[src/rtl/ca_sched_pkg.sv]
// Shared types and constants for the DDR5 RCD CA rank scheduler.
package ca_sched_pkg;

    // Scheduler FSM: normal issue, pre-update quiet window, update, post-update quiet window
    typedef enum logic [1:0] {
        ST_RUN    = 2'd0,
        ST_QUIET  = 2'd1,
        ST_APPLY  = 2'd2,
        ST_SETTLE = 2'd3
    } sched_state_t;

    typedef logic [1:0] rank_mask_t;

    localparam rank_mask_t MASK_NONE = 2'b00;
    localparam rank_mask_t MASK_R0   = 2'b01;
    localparam rank_mask_t MASK_R1   = 2'b10;
    localparam rank_mask_t MASK_BOTH = 2'b11;

    localparam logic [1:0] RST_DRIVE_DEFAULT = 2'b01;

endpackage

[src/rtl/ca_sched_fifo.sv]
// Command buffer for the CA scheduler: synchronous FIFO of {mask, CA} entries
// with first-word-fall-through read, full/empty flags and an occupancy count.
module ca_sched_fifo
    import ca_sched_pkg::*;
#(
    parameter int WIDTH = 9,
    parameter int DEPTH = 4
)(
    input  logic                     clk,
    input  logic                     rst,
    input  logic                     push,
    input  logic [WIDTH-1:0]         wr_data,
    input  logic                     pop,
    output logic [WIDTH-1:0]         rd_data,
    output logic                     full,
    output logic                     empty,
    output logic [$clog2(DEPTH):0]   count
);

    localparam int AW = $clog2(DEPTH);
    localparam int CW = AW + 1;

    logic [WIDTH-1:0] mem [DEPTH];
    logic [AW-1:0]    wr_ptr;
    logic [AW-1:0]    rd_ptr;
    logic [CW-1:0]    cnt;
    logic             push_ok;
    logic             pop_ok;

    // Overflow/underflow requests are ignored so pointers can never corrupt
    assign push_ok = push && !full;
    assign pop_ok  = pop && !empty;

    assign full    = (cnt == CW'(DEPTH));
    assign empty   = (cnt == '0);
    assign count   = cnt;
    assign rd_data = mem[rd_ptr];

    // Entry storage: data only, no reset needed
    always_ff @(posedge clk) begin
        if (push_ok) begin
            mem[wr_ptr] <= wr_data;
        end
    end

    // Pointer and occupancy bookkeeping; pointers wrap naturally (DEPTH is a power of two)
    always_ff @(posedge clk or posedge rst) begin
        if (rst) begin
            wr_ptr <= '0;
            rd_ptr <= '0;
            cnt    <= '0;
        end else begin
            if (push_ok) wr_ptr <= wr_ptr + 1'b1;
            if (pop_ok)  rd_ptr <= rd_ptr + 1'b1;
            case ({push_ok, pop_ok})
                2'b10:   cnt <= cnt + 1'b1;
                2'b01:   cnt <= cnt - 1'b1;
                default: cnt <= cnt;
            endcase
        end
    end

endmodule

[src/rtl/ca_rank_scheduler.sv]
// DDR5 RCD CA rank scheduler: buffers host CA words, issues them to one or both
// ranks with a per-rank minimum issue gap, and applies distributor configuration
// (rank_enable, drive_strength) only inside a quiet window on the CA outputs.
// Optional feature macro: CA_SCHED_PARITY_EN adds the registered even-parity
// output ca_par_out for each issued CA word.
module ca_rank_scheduler
    import ca_sched_pkg::*;
#(
    parameter int         CA_WIDTH     = 7,
    parameter int         NUM_RANKS    = 2,
    parameter int         FIFO_DEPTH   = 4,
    parameter int         GAP_CYCLES   = 2,
    parameter int         QUIET_CYCLES = 4,
    parameter logic [1:0] RST_DRIVE    = RST_DRIVE_DEFAULT
)(
    input  logic                clk,
    input  logic                rst,
    input  logic                cmd_valid,
    output logic                cmd_ready,
    input  logic [CA_WIDTH-1:0] cmd_ca,
    input  logic [1:0]          cmd_rank_mask,
    input  logic                cfg_valid,
    input  logic [1:0]          cfg_rank_enable,
    input  logic [1:0]          cfg_drive,
    output logic                cfg_done,
    output logic [CA_WIDTH-1:0] ca_out,
    output logic [1:0]          ca_valid_out,
    output logic [1:0]          rank_enable,
    output logic [1:0]          drive_strength,
    output logic                busy,
    output logic                err_drop
`ifdef CA_SCHED_PARITY_EN
    ,
    output logic                ca_par_out
`endif
);

    localparam int ENTRY_W = CA_WIDTH + 2;
    localparam int CNT_W   = $clog2(FIFO_DEPTH) + 1;
    localparam int GAP_W   = $clog2(GAP_CYCLES + 2);
    localparam int QUIET_W = $clog2(QUIET_CYCLES + 1);

    logic                push;
    logic                pop;
    logic                fifo_full;
    logic                fifo_empty;
    logic [CNT_W-1:0]    fifo_count;
    logic [ENTRY_W-1:0]  head;
    rank_mask_t          head_mask;
    rank_mask_t          eff_mask;
    logic [CA_WIDTH-1:0] head_ca;

    sched_state_t        state;
    logic [QUIET_W-1:0]  quiet_cnt;
    logic [GAP_W-1:0]    gap [NUM_RANKS];

    logic                gap_blocked;
    logic                can_issue;
    logic                do_issue;
    logic                do_drop;
    logic                cfg_illegal;

    ca_sched_fifo #(
        .WIDTH (ENTRY_W),
        .DEPTH (FIFO_DEPTH)
    ) u_fifo (
        .clk     (clk),
        .rst     (rst),
        .push    (push),
        .wr_data ({cmd_rank_mask, cmd_ca}),
        .pop     (pop),
        .rd_data (head),
        .full    (fifo_full),
        .empty   (fifo_empty),
        .count   (fifo_count)
    );

    assign cmd_ready = !fifo_full;
    assign push      = cmd_valid && !fifo_full;
    assign head_mask = head[ENTRY_W-1 -: 2];
    assign head_ca   = head[CA_WIDTH-1:0];
    assign eff_mask  = head_mask & rank_enable;
    assign busy      = (fifo_count != '0) || (state != ST_RUN);

    // Head is blocked if any targeted rank is still inside its issue gap
    always_comb begin
        gap_blocked = 1'b0;
        for (int i = 0; i < NUM_RANKS; i++) begin
            if (eff_mask[i] && (gap[i] != '0)) gap_blocked = 1'b1;
        end
    end

    // A pending config request wins over issue on the RUN->QUIET transition cycle
    assign can_issue   = (state == ST_RUN) && !cfg_valid && !fifo_empty;
    assign do_drop     = can_issue && (eff_mask == MASK_NONE);
    assign do_issue    = can_issue && (eff_mask != MASK_NONE) && !gap_blocked;
    assign pop         = do_drop || do_issue;
    assign cfg_illegal = (state == ST_APPLY) && (cfg_rank_enable == MASK_NONE);

    // Config FSM: RUN -> QUIET (QUIET_CYCLES) -> APPLY (1) -> SETTLE (QUIET_CYCLES) -> RUN
    always_ff @(posedge clk or posedge rst) begin
        if (rst) begin
            state     <= ST_RUN;
            quiet_cnt <= '0;
        end else begin
            case (state)
                ST_RUN: begin
                    if (cfg_valid) begin
                        state     <= ST_QUIET;
                        quiet_cnt <= QUIET_W'(QUIET_CYCLES - 1);
                    end
                end
                ST_QUIET: begin
                    if (quiet_cnt == '0) state <= ST_APPLY;
                    else                 quiet_cnt <= quiet_cnt - 1'b1;
                end
                ST_APPLY: begin
                    state     <= ST_SETTLE;
                    quiet_cnt <= QUIET_W'(QUIET_CYCLES - 1);
                end
                ST_SETTLE: begin
                    if (quiet_cnt == '0) state <= ST_RUN;
                    else                 quiet_cnt <= quiet_cnt - 1'b1;
                end
                default: state <= ST_RUN;
            endcase
        end
    end

    // Distributor configuration register; an all-zero rank_enable is rejected
    always_ff @(posedge clk or posedge rst) begin
        if (rst) begin
            rank_enable    <= MASK_BOTH;
            drive_strength <= RST_DRIVE;
            cfg_done       <= 1'b0;
        end else begin
            cfg_done <= (state == ST_APPLY);
            if (state == ST_APPLY) begin
                drive_strength <= cfg_drive;
                if (cfg_rank_enable != MASK_NONE) rank_enable <= cfg_rank_enable;
            end
        end
    end

    // Per-rank gap counters: reload on issue, otherwise saturate-decrement toward zero
    always_ff @(posedge clk or posedge rst) begin
        if (rst) begin
            for (int i = 0; i < NUM_RANKS; i++) gap[i] <= '0;
        end else begin
            for (int i = 0; i < NUM_RANKS; i++) begin
                if (do_issue && eff_mask[i]) gap[i] <= GAP_W'(GAP_CYCLES);
                else if (gap[i] != '0)       gap[i] <= gap[i] - 1'b1;
            end
        end
    end

    // Registered CA outputs: strobe for one cycle per issue, word held while idle
    always_ff @(posedge clk or posedge rst) begin
        if (rst) begin
            ca_out       <= '0;
            ca_valid_out <= MASK_NONE;
            err_drop     <= 1'b0;
        end else begin
            ca_valid_out <= do_issue ? eff_mask : MASK_NONE;
            err_drop     <= do_drop || cfg_illegal;
            if (do_issue) ca_out <= head_ca;
        end
    end

`ifdef CA_SCHED_PARITY_EN
    // Even parity of the issued CA word, updated in lockstep with ca_out
    always_ff @(posedge clk or posedge rst) begin
        if (rst) begin
            ca_par_out <= 1'b0;
        end else if (do_issue) begin
            ca_par_out <= ^head_ca;
        end
    end
`endif

endmodule

[config.mk]
export PLATFORM = sky130hd
export DESIGN_NAME = ca_rank_scheduler
export DESIGN_NICKNAME = d
export VERILOG_FILES = /design/src/rtl/ca_sched_pkg.sv /design/src/rtl/ca_sched_fifo.sv /design/src/rtl/ca_rank_scheduler.sv
export SDC_FILE = /design/constraint.sdc
export NUM_CORES = 1
export LEC_CHECK = 0
export ABC_AREA = 1
export CAP_MARGIN = 10
export CORE_MARGIN = 8
export CORE_UTILIZATION = 45
export CTS_CLUSTER_DIAMETER = 40
export CTS_CLUSTER_SIZE = 20
export DETAILED_ROUTE_END_ITERATION = 10
export PLACE_DENSITY_LB_ADDON = 0.1
export REMOVE_ABC_BUFFERS = 1
export SLEW_MARGIN = 0
export SYNTH_ARGS = -nofsm -noshare
export SYNTH_HDL_FRONTEND = slang
export SYNTH_SLANG_ARGS = --single-unit
[constraint.sdc]
create_clock -name clk -period 3.3 [get_ports clk]
set_clock_uncertainty 0.15 [all_clocks]
set_input_delay 0.33 -clock clk [delete_from_list [all_inputs] [get_ports clk]]
set_output_delay 0.33 -clock clk [all_outputs]
set_load 0.005 [all_outputs]
## Word-level counts from Yosys, hierarchy flattened

Memory sizes are Yosys's and may differ from the RTL's.
Cells that the tools add are included.

- Memories: 1
- Memory bits (writable): 36
- Register bits after elaboration: 31
- Output and inout port bits: 17
- Logic and storage cells: 87
- Input bits: 17

Memory list:

| memory | words | width | rd ports | clocked after memory_dff | write ports | line | source |
|---|---|---|---|---|---|---|---|
| u_fifo.mem | 4 | 9 | 1 | 0 | 1 | ca_sched_fifo.sv:23 | `logic [WIDTH-1:0] mem [DEPTH];` |

- Equality and inequality tests: 10
- Bitwise logic cells: 1
- Reduce and logical (&&, ||, !) cells: 38
- Mux-type cells: 17
- $add $sub $neg: 7

Operator list:

| kind | count |
|---|---|
| $mux 2 | 8 |
| $reduce_bool 2->1 | 8 |
| $logic_and 1x1->1 | 13 |
| $pmux 3 s3 | 1 |
| $ne 2x2->1 const B | 4 |
| $pmux 2 s4 | 1 |
| $eq 2x2->1 const B | 3 |
| $logic_not 2->1 | 3 |
| $logic_not 3->1 | 2 |
| $mux 3 | 2 |
| $pmux 3 s2 | 1 |
| $sub 3x1->3 const B | 2 |
| $add 2x1->2 const B | 2 |
| $eq 2x1->1 const B | 2 |
| $logic_not 1->1 | 4 |
| $mux 1 | 4 |
| $reduce_and 2->1 | 2 |
| $sub 2x1->2 const B | 2 |
| $add 3x1->3 const B | 1 |
| $eq 3x3->1 const B | 1 |
| $logic_or 1x1->1 | 3 |
| $reduce_and 3->1 | 1 |
| $reduce_bool 3->1 | 1 |
| $and 2x2->2 | 1 |
| $reduce_or 2->1 | 1 |

## Depth between registers and ports, before layout

An unclocked memory read counts as a cell.

- Word-level depth: 11
- Mapped depth: 13
- Mapped depth without buffers: 13

## Cells and area by module

From an unflattened synthesis, not the netlist that was laid out.

- Cells, all modules: 301
- Area, all modules: 3111.7 um2

Modules (own cells, without submodules):

| module | area each (um2) | times used | seq. area each (um2) | cells an instance |
|---|---|---|---|---|
| ca_sched_fifo | 1889.3 | 1 | 1256.2 | 166 |
| ca_rank_scheduler | 1222.4 | 1 | 604.3 | 135 |

## Worst setup path after synthesis

OpenSTA, ideal clock, no wires.

- Kind: register to register
- From: reg state[0]
- To: reg u_fifo.cnt[2], in the netlist u_fifo.count[2]
- Library setup time: 131 ps
- Cell stages (with the launch flop): 13
- Arrival time: 2134 ps
- Path buffers: 0
- Required time: 3019 ps
- Setup slack: 885 ps
- Clock period less this slack: 2415 ps
- Cell sequence: dfrtp_1 inv_1 ha_1 inv_1 nor2_1 o31ai_1 a21oi_2 ha_1 inv_1 fa_1 a21oi_1 o21ai_0 xor2_1

- Cells in the longest elaborated chain, start to end: 9
- Elaborated cells between the ends (all ways): 12
- Those cells by class: 2 x eq/ne; 1 x mux; 9 x reduce/logical

RTL lines:

| element | line | source |
|---|---|---|
| from (decl) | ca_rank_scheduler.sv:53 | `sched_state_t state;` |
| from (signal assigned) | ca_rank_scheduler.sv:103 | `state <= ST_RUN;` |
| from (signal assigned) | ca_rank_scheduler.sv:109 | `state <= ST_QUIET;` |
| from (signal assigned) | ca_rank_scheduler.sv:114 | `if (quiet_cnt == '0) state <= ST_APPLY;` |
| $logic_not 2->1 * | ca_rank_scheduler.sv:94 | `assign can_issue = (state == ST_RUN) && !cfg_valid && !fifo_empty;` |
| $logic_and 1x1->1 * (2 in series) | ca_rank_scheduler.sv:94 |  |
| $logic_and 1x1->1 (2 in series) | ca_rank_scheduler.sv:96 | `assign do_issue = can_issue && (eff_mask != MASK_NONE) && !gap_blocked;` |
| $logic_or 1x1->1 * | ca_rank_scheduler.sv:97 | `assign pop = do_drop \|\| do_issue;` |
| $logic_and 1x1->1 * | ca_sched_fifo.sv:32 | `assign pop_ok = pop && !empty;` |
| via u_fifo.pop_ok | ca_sched_fifo.sv:28 | `logic pop_ok;` |
| $eq 2x1->1 / $eq 2x2->1 (equally long branches) | ca_sched_fifo.sv:55 | `case ({push_ok, pop_ok})` |
| $pmux 3 s2 / $reduce_bool 2->1 (equally long branches) | - |  |
| to (signal assigned) | ca_sched_fifo.sv:56 | `2'b10: cnt <= cnt + 1'b1;` |
| to (signal assigned) | ca_sched_fifo.sv:57 | `2'b01: cnt <= cnt - 1'b1;` |
| to (signal assigned) | ca_sched_fifo.sv:58 | `default: cnt <= cnt;` |
| to (decl) | ca_sched_fifo.sv:26 | `logic [CW-1:0] cnt;` |

The timed path passes the listed nets; every way through them passes the cells marked *.
A chain may end at the register's enable or synchronous reset.

## Final worst setup path

- From: reg u_fifo.rd_ptr[0]
- To: reg u_fifo.cnt[2], in the netlist u_fifo.count[2]

- Cells in the longest elaborated chain, start to end: 11
- Elaborated cells between the ends (all ways): 18
- Those cells by class: 2 x eq/ne; 3 x mux; 1 x bitwise; 11 x reduce/logical; 1 x memory

RTL lines:

| element | line | source |
|---|---|---|
| from (decl) | ca_sched_fifo.sv:25 | `logic [AW-1:0] rd_ptr;` |
| from (signal assigned) | ca_sched_fifo.sv:54 | `if (pop_ok) rd_ptr <= rd_ptr + 1'b1;` |
| $mem_v2 4x9 * | - |  |
| $and 2x2->2 * | ca_rank_scheduler.sv:82 | `assign eff_mask = head_mask & rank_enable;` |
| $logic_and 1x1->1 | ca_rank_scheduler.sv:89 | `if (eff_mask[i] && (gap[i] != '0)) gap_blocked = 1'b1;` |
| $mux 1 (2 in series) | ca_rank_scheduler.sv:89 |  |
| $logic_not 1->1 | ca_rank_scheduler.sv:96 |  |
| $logic_and 1x1->1 | ca_rank_scheduler.sv:96 |  |
| $logic_or 1x1->1 * | ca_rank_scheduler.sv:97 |  |
| $logic_and 1x1->1 * | ca_sched_fifo.sv:32 |  |
| via u_fifo.pop_ok | ca_sched_fifo.sv:28 |  |
| $eq 2x1->1 / $eq 2x2->1 (equally long branches) | ca_sched_fifo.sv:55 |  |
| $pmux 3 s2 / $reduce_bool 2->1 (equally long branches) | - |  |

Marked as above.

==> metrics.txt <==
core region area=6350 µm²; nature of the critical path startpoint=flip-flop; first-pass GRT wire length=9410 µm; yosys warns=0; Post-CTS Hold Buffers=0; CTS tree=yes; Netlist cell types=26; register area=1860 µm²; dominant cell by count in the synthesized netlist=nand2_1; DR vias=1,902; Slew headroom=52.0%; Mean Syn Cell Area=10.8 µm²; Via density=4.74; Final GP Congestion=0.816; final net count=351; vias in the first global route=1,938; largest area contributor in the netlist=edfxtp_1; fill count=521; layout cells sized above 1=10.5%; top cells by count, synth=nand2_1, inv_1, edfxtp_1; GRT Total Usage=12.5%; multi-input logic area=882 µm²; final hold vios=0; die area=9370 µm²; period utilization=85.1%; CP Data Required Time=3360 ps; routed len/inst=13.3 µm; post-route antenna net violation count=0; # setup viols final=0; FF-to-FF End=u_fifo.count[2]; Initial Util=46.2%; CTS Sinks=67; Pre-antenna DRT Iters=4; max-slew violation count=0; Final TNS setup=0 ps; Top FF cell, synth=edfxtp_1; number of CTS-inserted buffers=9; worst path arrival time=2870 ps; crit path cell chain=inv_2, nand2_1, nand3_1, nand2_1, nand2_2, nand2_1, a21oi_2, ha_1, inv_1, fa_1, a21oi_1, o21ai_0, xor2_1; Die Span Y=96.8 µm; critical-path maximum fanout=18; top cell type's share of synthesized area=36.8%; hpwl dp=3850 µm; die span in x=96.8 µm; setup slack, reg-to-reg=490 ps; H-tree levels=3; cell area after synthesis=2940 µm²; reg2reg start=u_fifo.rd_ptr[0]; Finished Layout Cells=401; sequential element share of the synthesized area=63.4%; Crit path largest cell delay=540 ps; LEAKAGE=1.62 nW; slowest CP cell=dfrtp_1; drt initial violations=87; Port Buffers=33; most used cell, CP=nand2_1; Max Clk Rate=0.356 GHz; initial antenna violation count=0; Routed WL=5320 µm; number of flops mapped to enable cells by yosys=36; Reg clk slew, reported paths=70 ps; CTS resizes=0; minimum clock period=2810 ps; FF+latch count, synth=67; Worst setup EP type=flip-flop; largest net degree at the start of global routing=32; status=completed; cell area power density=923 nW/µm²; # rows=29; Reg2Reg Depth=13; max-cap violations=0; Root Buffer=clkbuf_8; # IOs=34; synth top area cells=edfxtp_1, dfrtp_1, nand2_1, ha_1, inv_1; Final Util=57.0%; CTS max path bufs=2; Slew @ Worst Pin=714 ps; Overflow after GRT=0; Syn-to-layout area delta=23.3%; Gate Count Post-Synth=272; Post-Place Cells=385; post-CTS setup buffers=0; async set-reset flop share out of synthesis=46.3%; kind of critical path=flip-flop to flip-flop; DR DRC count=0; HP Class=input pin to asynchronous set/reset pin; RSZ-0062 raised after global routing=false; Max VDD drop=0.477 mV; worst skew pair latency=330 ps; number of diodes=0
[cells in the final DEF (no fill, tap or decap), types with 3 or more instances in the layout]
cell,netlist,routed
a21oi_1,4,4
o21ai_0,23,23
buf_4,0,7
inv_1,42,42
nand2_2,3,3
edfxtp_1,36,36
nand2_1,48,48
o22ai_1,9,9
xor2_1,5,5
bufinv_16,0,3
nor2_1,23,23
dfrtp_1,28,28
clkdlybuf4s50_1,0,33
nand3_1,17,17
inv_2,3,3
dfstp_2,3,3
clkbuf_8,0,9
ha_1,14,14
[state kept, by name (all words and copies together) (netlist names)]
register	flops
u_fifo.mem	36
ca_out	7
gap	4
quiet_cnt	3
u_fifo.count	3
ca_valid_out	2
drive_strength	2
rank_enable	2
state	2
u_fifo.rd_ptr	2
u_fifo.wr_ptr	2
cfg_done	1
err_drop	1
[critical path, delay by kind of cell, from the launching register on]
family          cells  cell delay, ps
fa+ha+maj           2             560
simple gates        5             450
xor+xnor            1             150
flops               1             540
buf+inv             2             360
compound gates      3             480
[metrics by stage]
| stage | hold WS (ps) | setup slack [ps] | total power, W | cell area [µm²] |
|---|---|---|---|---|
| 2_1_floorplan | 276 | 715 | 0.00212 | 2910 |
| 3_3_place_gp | 305 | 572 | 0.00257 | 3390 |
| 3_5_place_dp | 310 | 470 | 0.00259 | 3390 |
| 4_1_cts | 236 | 478 | 0.00339 | 3620 |
| 5_1_grt | 295 | 233 | 0.00365 | 3620 |
| 6_report | 232 | 492 | 0.00334 | 3620 |
[worst max path at each step]
stage / from / end / slack [ps] / cells past startpoint
2_1_floorplan: u_fifo.rd_ptr[0] / u_fifo.count[2] / 710 / 13
3_3_place_gp: u_fifo.rd_ptr[0] / u_fifo.count[2] / 570 / 13
3_5_place_dp: u_fifo.rd_ptr[0] / u_fifo.count[2] / 470 / 13
4_1_cts: u_fifo.rd_ptr[0] / u_fifo.count[2] / 480 / 13
5_1_grt: u_fifo.rd_ptr[0] / u_fifo.count[2] / 230 / 13
6_report: u_fifo.rd_ptr[0] / u_fifo.count[2] / 490 / 13
[metal layers]
layer / share of wire [%] / track usage [%] / vias to the layer above
li1: - / - / 989
met1: 49 / 16.7 / 862
met2: 44 / 17.8 / 44
met3: 5.3 / 4.69 / 7
met4: 1.4 / 5.33 / 0
met5: 0 / 0 / -
[where the power goes]
group	total (W)	switching (W)	internal [W]	leakage [nW]
Clock	0.000786	0.000289	0.000497	0.118
Sequential	0.00131	0.000143	0.00117	0.705
Combinational	0.00124	0.000726	0.000518	0.795
Total	0.00334	0.00116	0.00218	1.62
[final cells by class]
cell class / count / share of cell area, %
sequential: 67 / 51.4
multi-input combinational: 156 / 24.4
timing repair buffer: 40 / 10.6
inverter: 45 / 4.66
clock buffer: 10 / 3.52
clock inverter: 6 / 2.87
tap: 77 / 2.66
[cells by family after synthesis]
| group | count (synthesis) | share of synthesized area, % |
|---|---|---|
| DFF | 67 | 63.4 |
| xor gates and xnor gates | 6 | 1.79 |
| AOI/OAI and AO/OA | 40 | 7.93 |
| buffers and inverters | 49 | 6.60 |
| adders and majority gates | 15 | 6.65 |
| and+or+nand+nor | 95 | 13.7 |
No activity file was read; power rests on OpenSTA's default activity.
